`src/rtl/dct_pkg.sv`:
```
// Shared types and helpers for the row/column 2-D DCT sequencer.
package dct_pkg;

  localparam int DCT_N  = 8;
  localparam int CNT_W  = 4;
  localparam int WIDE_W = 65;

  typedef enum logic {S_ROW, S_COL} dctseq_state_t;

  // Round-half-up arithmetic right shift; callers truncate the result to their data width.
  function automatic logic signed [WIDE_W-1:0] round_shift(input logic signed [WIDE_W-1:0] v,
                                                           input int s);
    logic signed [WIDE_W-1:0] half;
    if (s == 0) return v;
    half = WIDE_W'(1) << (s - 1);
    return (v + half) >>> s;
  endfunction

endpackage

```
`src/rtl/dct2d_row_col_seq_if.sv`:
```
// Upstream row stream, downstream column stream and shared-core attachment of the DCT sequencer.
interface dct2d_row_col_seq_if #(parameter int IN_W = 32);
  import dct_pkg::*;

  localparam int VEC_W = DCT_N * IN_W;

  logic             in_valid;
  logic             in_ready;
  logic [VEC_W-1:0] in_row;
  logic             out_valid;
  logic             out_ready;
  logic [VEC_W-1:0] out_col;
  logic [2:0]       out_idx;
  logic             out_last;
  logic             core_in_valid;
  logic             core_in_ready;
  logic [VEC_W-1:0] core_in;
  logic             core_out_valid;
  logic             core_out_ready;
  logic [VEC_W-1:0] core_out;

  modport master (
    input  in_valid, in_row, out_ready, core_in_ready, core_out_valid, core_out,
    output in_ready, out_valid, out_col, out_idx, out_last, core_in_valid, core_in, core_out_ready
  );

  modport slave (
    output in_valid, in_row, out_ready, core_in_ready, core_out_valid, core_out,
    input  in_ready, out_valid, out_col, out_idx, out_last, core_in_valid, core_in, core_out_ready
  );

endinterface

```
`src/rtl/dct_tbuf_8x8.sv`:
```
// 8x8 transpose buffer: whole-row writes, combinational whole-column reads.
module dct_tbuf_8x8
  import dct_pkg::*;
#(
  parameter int IN_W = 32
) (
  input  logic                  clk,
  input  logic                  we,
  input  logic [2:0]            waddr,
  input  logic [DCT_N*IN_W-1:0] wrow,
  input  logic [2:0]            raddr,
  output logic [DCT_N*IN_W-1:0] rcol
);

  logic [IN_W-1:0] mem [DCT_N][DCT_N];

  // NOTE: the array has no reset; every entry is written by a row pass before any column read uses it.
  always_ff @(posedge clk) begin
    if (we) begin
      for (int c = 0; c < DCT_N; c++) mem[waddr][c] <= wrow[c*IN_W +: IN_W];
    end
  end

  always_comb begin
    rcol = '0;
    for (int k = 0; k < DCT_N; k++) rcol[k*IN_W +: IN_W] = mem[k][raddr];
  end

endmodule

```
`src/rtl/dct2d_row_col_seq.sv`:
```
// Drives one shared 1-D DCT core through 8 row passes into a transpose buffer, then 8 column passes out.
module dct2d_row_col_seq
  import dct_pkg::*;
#(
  parameter int IN_W      = 32,
  parameter int ROW_SHIFT = 0
) (
  input  logic                clk,
  input  logic                rst_n,
  dct2d_row_col_seq_if.master bus,
  output logic                busy
);

  localparam int VEC_W = DCT_N * IN_W;

  dctseq_state_t    state;
  logic [CNT_W-1:0] iss_cnt;
  logic [CNT_W-1:0] done_cnt;
  logic             row_phase;
  logic             iss_open;
  logic             in_hs;
  logic             res_hs;
  logic             res_last;
  logic [VEC_W-1:0] wrow;
  logic [VEC_W-1:0] rcol;

  // NOTE: every signal written here gets a value on every path, so no latches are inferred.
  always_comb begin
    row_phase          = (state == S_ROW);
    iss_open           = (iss_cnt < CNT_W'(DCT_N));
    bus.in_ready       = row_phase && bus.core_in_ready && iss_open;
    bus.core_in_valid  = rst_n && iss_open && (row_phase ? bus.in_valid : 1'b1);
    bus.core_in        = row_phase ? bus.in_row : rcol;
    bus.core_out_ready = row_phase || bus.out_ready;
    bus.out_valid      = !row_phase && bus.core_out_valid;
    bus.out_col        = bus.core_out;
    bus.out_idx        = done_cnt[2:0];
    bus.out_last       = !row_phase && (done_cnt == CNT_W'(DCT_N - 1));
    in_hs              = bus.core_in_valid && bus.core_in_ready;
    res_hs             = bus.core_out_valid && bus.core_out_ready;
    res_last           = res_hs && (done_cnt == CNT_W'(DCT_N - 1));
    busy               = !row_phase || (iss_cnt != '0) || (done_cnt != '0);
  end

  // Row results are rounded before they land in the buffer; column results pass through untouched.
  always_comb begin
    wrow = '0;
    for (int c = 0; c < DCT_N; c++) begin
      wrow[c*IN_W +: IN_W] = IN_W'(round_shift(WIDE_W'(signed'(bus.core_out[c*IN_W +: IN_W])),
                                               ROW_SHIFT));
    end
  end

  // NOTE: state registers use non-blocking assignments so all of them update together at the edge.
  always_ff @(posedge clk or negedge rst_n) begin
    if (!rst_n) begin
      state    <= S_ROW;
      iss_cnt  <= '0;
      done_cnt <= '0;
    end else if (res_last) begin
      state    <= row_phase ? S_COL : S_ROW;
      iss_cnt  <= '0;
      done_cnt <= '0;
    end else begin
      if (in_hs)  iss_cnt  <= iss_cnt + 1'b1;
      if (res_hs) done_cnt <= done_cnt + 1'b1;
    end
  end

  dct_tbuf_8x8 #(.IN_W(IN_W)) u_tbuf (
    .clk   (clk),
    .we    (row_phase && res_hs),
    .waddr (done_cnt[2:0]),
    .wrow  (wrow),
    .raddr (iss_cnt[2:0]),
    .rcol  (rcol)
  );

endmodule

```
`src/flat_wrapper.sv`:
```
// flat-port wrapper written by rule: the top's interface ports become plain ports
module dct2d_row_col_seq_flat import dct_pkg::*;
#(
  parameter int IN_W      = 32,
  parameter int ROW_SHIFT = 0
)
  (clk, rst_n, busy, bus_in_valid, bus_in_row, bus_out_ready, bus_core_in_ready, bus_core_out_valid, bus_core_out, bus_in_ready, bus_out_valid, bus_out_col, bus_out_idx, bus_out_last, bus_core_in_valid, bus_core_in, bus_core_out_ready);
  dct2d_row_col_seq_if #(.IN_W(IN_W)) bus_i ();
  input  logic clk;
  input  logic rst_n;
  output logic busy;
  input wire logic [$bits(bus_i.in_valid)-1:0] bus_in_valid;
  input wire logic [$bits(bus_i.in_row)-1:0] bus_in_row;
  input wire logic [$bits(bus_i.out_ready)-1:0] bus_out_ready;
  input wire logic [$bits(bus_i.core_in_ready)-1:0] bus_core_in_ready;
  input wire logic [$bits(bus_i.core_out_valid)-1:0] bus_core_out_valid;
  input wire logic [$bits(bus_i.core_out)-1:0] bus_core_out;
  output wire logic [$bits(bus_i.in_ready)-1:0] bus_in_ready;
  output wire logic [$bits(bus_i.out_valid)-1:0] bus_out_valid;
  output wire logic [$bits(bus_i.out_col)-1:0] bus_out_col;
  output wire logic [$bits(bus_i.out_idx)-1:0] bus_out_idx;
  output wire logic [$bits(bus_i.out_last)-1:0] bus_out_last;
  output wire logic [$bits(bus_i.core_in_valid)-1:0] bus_core_in_valid;
  output wire logic [$bits(bus_i.core_in)-1:0] bus_core_in;
  output wire logic [$bits(bus_i.core_out_ready)-1:0] bus_core_out_ready;
  assign bus_i.in_valid = bus_in_valid;
  assign bus_i.in_row = bus_in_row;
  assign bus_i.out_ready = bus_out_ready;
  assign bus_i.core_in_ready = bus_core_in_ready;
  assign bus_i.core_out_valid = bus_core_out_valid;
  assign bus_i.core_out = bus_core_out;
  assign bus_in_ready = bus_i.in_ready;
  assign bus_out_valid = bus_i.out_valid;
  assign bus_out_col = bus_i.out_col;
  assign bus_out_idx = bus_i.out_idx;
  assign bus_out_last = bus_i.out_last;
  assign bus_core_in_valid = bus_i.core_in_valid;
  assign bus_core_in = bus_i.core_in;
  assign bus_core_out_ready = bus_i.core_out_ready;
  dct2d_row_col_seq #(.IN_W(IN_W), .ROW_SHIFT(ROW_SHIFT)) u_core (.clk(clk), .rst_n(rst_n), .bus(bus_i), .busy(busy));
endmodule
```
`config.mk`:
```
export PLATFORM = sky130hd
export DESIGN_NAME = dct2d_row_col_seq_flat
export DESIGN_NICKNAME = d
export VERILOG_FILES = /design/src/rtl/dct_pkg.sv /design/src/rtl/dct2d_row_col_seq_if.sv /design/src/rtl/dct_tbuf_8x8.sv /design/src/rtl/dct2d_row_col_seq.sv /design/src/flat_wrapper.sv
export SDC_FILE = /design/constraint.sdc
export NUM_CORES = 2
export LEC_CHECK = 0
export BUFFER_PORTS_ARGS = -buffer_cell sky130_fd_sc_hd__buf_2
export CAP_MARGIN = 20
export CORE_AREA = 2 2 409 411
export CTS_CLUSTER_SIZE = 25
export DETAILED_ROUTE_END_ITERATION = 7
export DIE_AREA = 0 0 411 413
export HOLD_SLACK_MARGIN = 0.08
export PLACE_DENSITY = 0.7
export SKIP_LAST_GASP = 1
export SYNTH_ARGS = -nofsm -noshare
export SYNTH_HDL_FRONTEND = slang
export SYNTH_SLANG_ARGS = --single-unit
```
`constraint.sdc`:
```
create_clock -name clk -period 60.3 [get_ports clk]
set_clock_uncertainty 0.05 [all_clocks]
set_input_delay 6.03 -clock clk [delete_from_list [all_inputs] [get_ports clk]]
set_output_delay 6.03 -clock clk [all_outputs]
set_load 0.02 [all_outputs]
```
# Word level (Yosys, flattened, before mapping)
# Memory sizes are Yosys's and may differ from the RTL's.
# Cells that the tools add are included.
# totals
regBits	9
mem_bits_rw	2048
output_inout_bits	521
mem_count	1
# mem_list
memory	words	width	rd	rd_ports_with_merged_regs	write_ports	line_no	text
u_core.u_tbuf.mem	8	256	8	0	1	dct_tbuf_8x8.sv:15	logic [IN_W-1:0] mem [DCT_N][DCT_N];
# op_classes
n_addsub	2
n_lt_le_gt_ge	2
eq_ne	1
mux	33
bitwise	2
n_reduce_logical	17
# ops
cell	count
binary-select mux 32 bit (select 3 bit)	8
2-to-1 mux 32 bit	16
2-to-1 mux 256 bit	1
2-to-1 mux 4 bit	4
logical AND 1 bit	10
adder 4 x 1 -> 4 bit, second input constant	2
nonzero test 4 bit	2
equality test 4 x 3 -> 1 bit, second input constant	1
>= comparator 4 bit, second input constant	1
< comparator 4 bit, second input constant	1
2-to-1 mux 1 bit	4
NOT 3 -> 4 bit	1
nonzero test 2 bit	2
logical OR 1 bit	3
NOT 1 bit	1

# Logic depth before layout (Yosys ltp)
# depth
ltp_word	6
ltp_mapped	8

# Cells and area by module
# A second synthesis with hierarchy kept.
# hier_totals
hier_cells	3576
area_unflattened_um2	83636.5
# modules_own_cells
module	instances	cells_each	area_each_um2
dct_tbuf_8x8	1	2971	76915.0
dct2d_row_col_seq	1	605	6721.4

# Worst setup path before layout
# No wires, ideal clock.
# synth_path
path_kind	in2reg
startpoint	input bus_core_out_valid
endpoint	memory u_core.u_tbuf.mem[0][0] (netlist name) (enable)
setup_time_ns	1.186
arrival_ns	23.656
required_ns	59.064
slack_ns	35.408
cell_stages	2
path_buffers	0
cell_sequence	or3b_1 nor3_1
# synth_between
elab_chain_len	4
# synth_lines
item	line_no	text
start: declaration	flat_wrapper.sv:16	input wire logic [$bits(bus_i.core_out_valid)-1:0] bus_core_out_valid;
logical AND 1 bit	dct2d_row_col_seq.sv:40	res_hs = bus.core_out_valid && bus.core_out_ready;
logical AND 1 bit	dct2d_row_col_seq.sv:72	.we (row_phase && res_hs),
2-to-1 mux 1 bit	dct_tbuf_8x8.sv:19	if (we) begin
2-to-1 mux 1 bit (not written as such)	dct_tbuf_8x8.sv:20	for (int c = 0; c < DCT_N; c++) mem[waddr][c] <= wrow[c*IN_W +: IN_W];
end: declaration	dct_tbuf_8x8.sv:15	
# Every way passes these cells.

# Worst setup path after layout
# layout_path
startpoint	register u_core.iss_cnt[0]
endpoint	output bus_core_in[147]
# layout_between
elab_chain_len	5
# layout_lines
item	line_no	text
start: declaration	dct2d_row_col_seq.sv:17	logic [CNT_W-1:0] iss_cnt;
start signal: assignment	dct2d_row_col_seq.sv:65	if (in_hs) iss_cnt <= iss_cnt + 1'b1;
NOT 3 -> 4 bit (not written as such)	dct_tbuf_8x8.sv:26	for (int k = 0; k < DCT_N; k++) rcol[k*IN_W +: IN_W] = mem[k][raddr];
binary-select mux 32 bit (select 3 bit)	dct_tbuf_8x8.sv:26	
2-to-1 mux 32 bit (not written as such) (2 in series)	dct_tbuf_8x8.sv:26	
2-to-1 mux 256 bit	dct2d_row_col_seq.sv:33	bus.core_in = row_phase ? bus.in_row : rcol;
end: declaration	flat_wrapper.sv:24	output wire logic [$bits(bus_i.core_in)-1:0] bus_core_in;
# Every way passes these cells. The select of a mux whose other input is x is not followed.

==> out/qor.yml <==
outcome: "complete, but fails checks"
violations: "slew limit"
max_freq_ghz: 0.0736
worst_skew_pair.late_latency_ns: 0.85
root_buffer: "clkbuf_16"
start_kind: "register"
min_path_type: "reg -> reg"
vias_per_cell: 5.74
cts_made_buffers: 201
dr.pass1.iters: 6
setup_viol: 0
synth_mux_area_frac: 0.132
setup_tns_ns: 0
p_total_uw: 4410
die_w_um: 411
layout.nets: 5732
layout-drive-gt1-share: 0.305
power.internal_uw: 2910
p_per_area_mw_per_mm2: 46.9
drtIter0Drc: 4065
wirelength_met1_um: 79400
post-route-drc-count: 0
core_mm2: 0.166
via_count: 43500
place_congestion: 0.870
met2WireLength_um: 98500
avgRoutedWirePerCell_um: 26.3
portBuffers: 1038
grt-ovfl-total: 0
synth-seq-area-share: 0.746
clkTransAtPathRegs_ns: 0.06
pwr-share-clk: 0.274
hpwl_um: 121000
grtUsageTotal: 0.228
cts_max_level: 4
arrival_ns: 7.51
pwr-share-comb: 0.323
die_y_um: 413
dr_wl_met3_um: 14900
area_delta_synth_final_pct: 13.6
synth_top_family_by_area: "multiplexers"
antenna_found_initial: 18
critical_path.startpoint: "u_core.iss_cnt[0]"
min_period_ns: 13.59
p_sw_frac: 0.341
vdd_ir_drop_max_mv: 0.0460
maxSlewHeadroom: -0.0318
ant_nets: 0
ios: 1039
drv_cap: 0
synth_xor_area_frac: 0.000318
timing.rr.start: "u_core.state"
clkSinkCount: 2057
period_share: 0.225
wl_um: 199000
synth_seq_cells: 2057
synth-adder-area-share: 0.000605
synth-edff-count: 2048
synth_area_mm2: 0.0827
rsz0062_at_grt: "false"
row_count: 150
synthDistinctLibCells: 39
grt_pass1_wl_um: 283000
worstPathRequired_ns: 54.22
cts_resized: 0
crit_type: "reg -> out"
crit_fanout: 57
worstMarginPinSlew_ns: 1.55
routed.top_layer: "met5"
power_switching_uw: 1500
clock_path_buffers: 3
grt_max_degree: 191
initial_core_util: 0.499
finalHoldViolCount: 0
syn_inst: 4426
power.leakage_uw: 0.0332
utilization: 0.567
avgSynthCellArea_um2: 18.7
tritoncts: "yes"
end_kind: "output port"
synth_nets: 4948
cts_setup_buffers: 0
synth-async-reset-ratio: 0.00438
grt_pass1_vias: 42100
p_seq_frac: 0.403
hold_start: "u_core.iss_cnt[3]"
slew_viol_final: 56
die_area_mm2: 0.170
synth_compound_area_frac: 0.0623
ys_warn_count: 0
synth-main-ff-cell: "edfxtp_1"
cts_hold_buf: 0
synth-simple-area-share: 0.00245
-- worst max-delay path, stage by stage (launching register included) --
cell	delay [ns]
dfrtp_4	0.92
buf_4	0.80
buf_4	0.74
buf_4	0.80
buf_4	0.85
buf_4	0.90
mux4_2	0.60
o211ai_1	0.33
o21ai_1	0.26
buf_2	0.25
-- power groups by stage --
stage	combinational, µW	clock, µW	sequential (µW)
after floorplan	1030	0	1840
after global placement	1420	0	1800
after detailed placement	1440	0	1810
after CTS	1440	1230	1780
after global routing	1510	1280	1790
final	1430	1210	1780
-- sequential cells by signal, indices dropped and copies added (netlist names) --
register / count
u_core.u_tbuf.mem: 2048
u_core.done_cnt: 4
u_core.iss_cnt: 4
u_core.state: 1
-- cells by family (layout without fill, tap and decap cells) --
family	count (synthesis)	count (layout)
flops	2057	2057
buf+inv	781	1731
compound gates	773	773
mux	770	770
simple gates	38	38
fa+ha+maj	4	4
xor+xnor	3	3
other cells	0	4
-- area by class of cell --
type	count	area (µm²)
antenna	4	10.0
clock buffer	256	5260
clock inverter	113	1090
fill	12500	71900
inverter	261	980
multi-input combinational	1588	16400
sequential	2057	61700
tap	2204	2760
timing repair buffer	1101	5770
-- placed cells by master (no fill, tap or decap), types with 54 or more instances in the layout --
cell	Yosys	layout
edfxtp_1	2048	2048
mux4_2	256	256
inv_1	261	261
o21ai_1	256	256
buf_4	292	54
o211ai_1	256	256
clkbuf_1	105	54
buf_2	21	1038
clkbuf_16	0	202
mux2i_1	513	513
a22oi_1	256	256
-- Yosys cell counts (21+ instances only) --
master / number / share of area
a22oi_1: 256 / 0.023
buf_1: 48 / 0.0022
buf_12: 24 / 0.0058
buf_2: 21 / 0.0013
buf_4: 292 / 0.026
buf_6: 27 / 0.0037
clkbuf_1: 105 / 0.0048
edfxtp_1: 2048 / 0.74
inv_1: 261 / 0.012
mux2i_1: 513 / 0.062
mux4_2: 256 / 0.070
o211ai_1: 256 / 0.023
o21ai_1: 256 / 0.015
-- metal layers --
metal / track usage / up-vias
met5: 0 / -
met4: 0.0849 / 8
met3: 0.0486 / 332
met2: 0.371 / 1769
met1: 0.305 / 22400
li1: - / 19000
-- final timing paths --
path | cells after the start | endpoint | slack, ns
max in group asynchronous | 2 | u_core.iss_cnt[1] | 54.72
worst max-delay path | 9 | bus_core_in[147] | 46.71
min in group asynchronous | 2 | u_core.done_cnt[0] | 5.19
worst max register to register | 6 | u_core.u_tbuf.mem[0][10] | 55.21
worst min register to register | 2 | u_core.iss_cnt[3] | 0.50
worst min-delay path | 2 | u_core.iss_cnt[3] | 0.50
-- stage by stage --
step | worst slack (ns) | area (µm²) | std cells | hold slack [ns]
2_1_floorplan | 35.41 | 82700 | 4426 | 0.455
3_3_place_gp | 47.19 | 87700 | 7210 | 0.474
3_5_place_dp | 47.20 | 87700 | 7210 | 0.487
4_1_cts | 46.57 | 94000 | 7579 | 0.501
5_1_grt | 46.31 | 94000 | 7582 | 0.536
6_report | 46.71 | 94000 | 7584 | 0.500
Note: power is estimated with default switching activity, not from simulation.
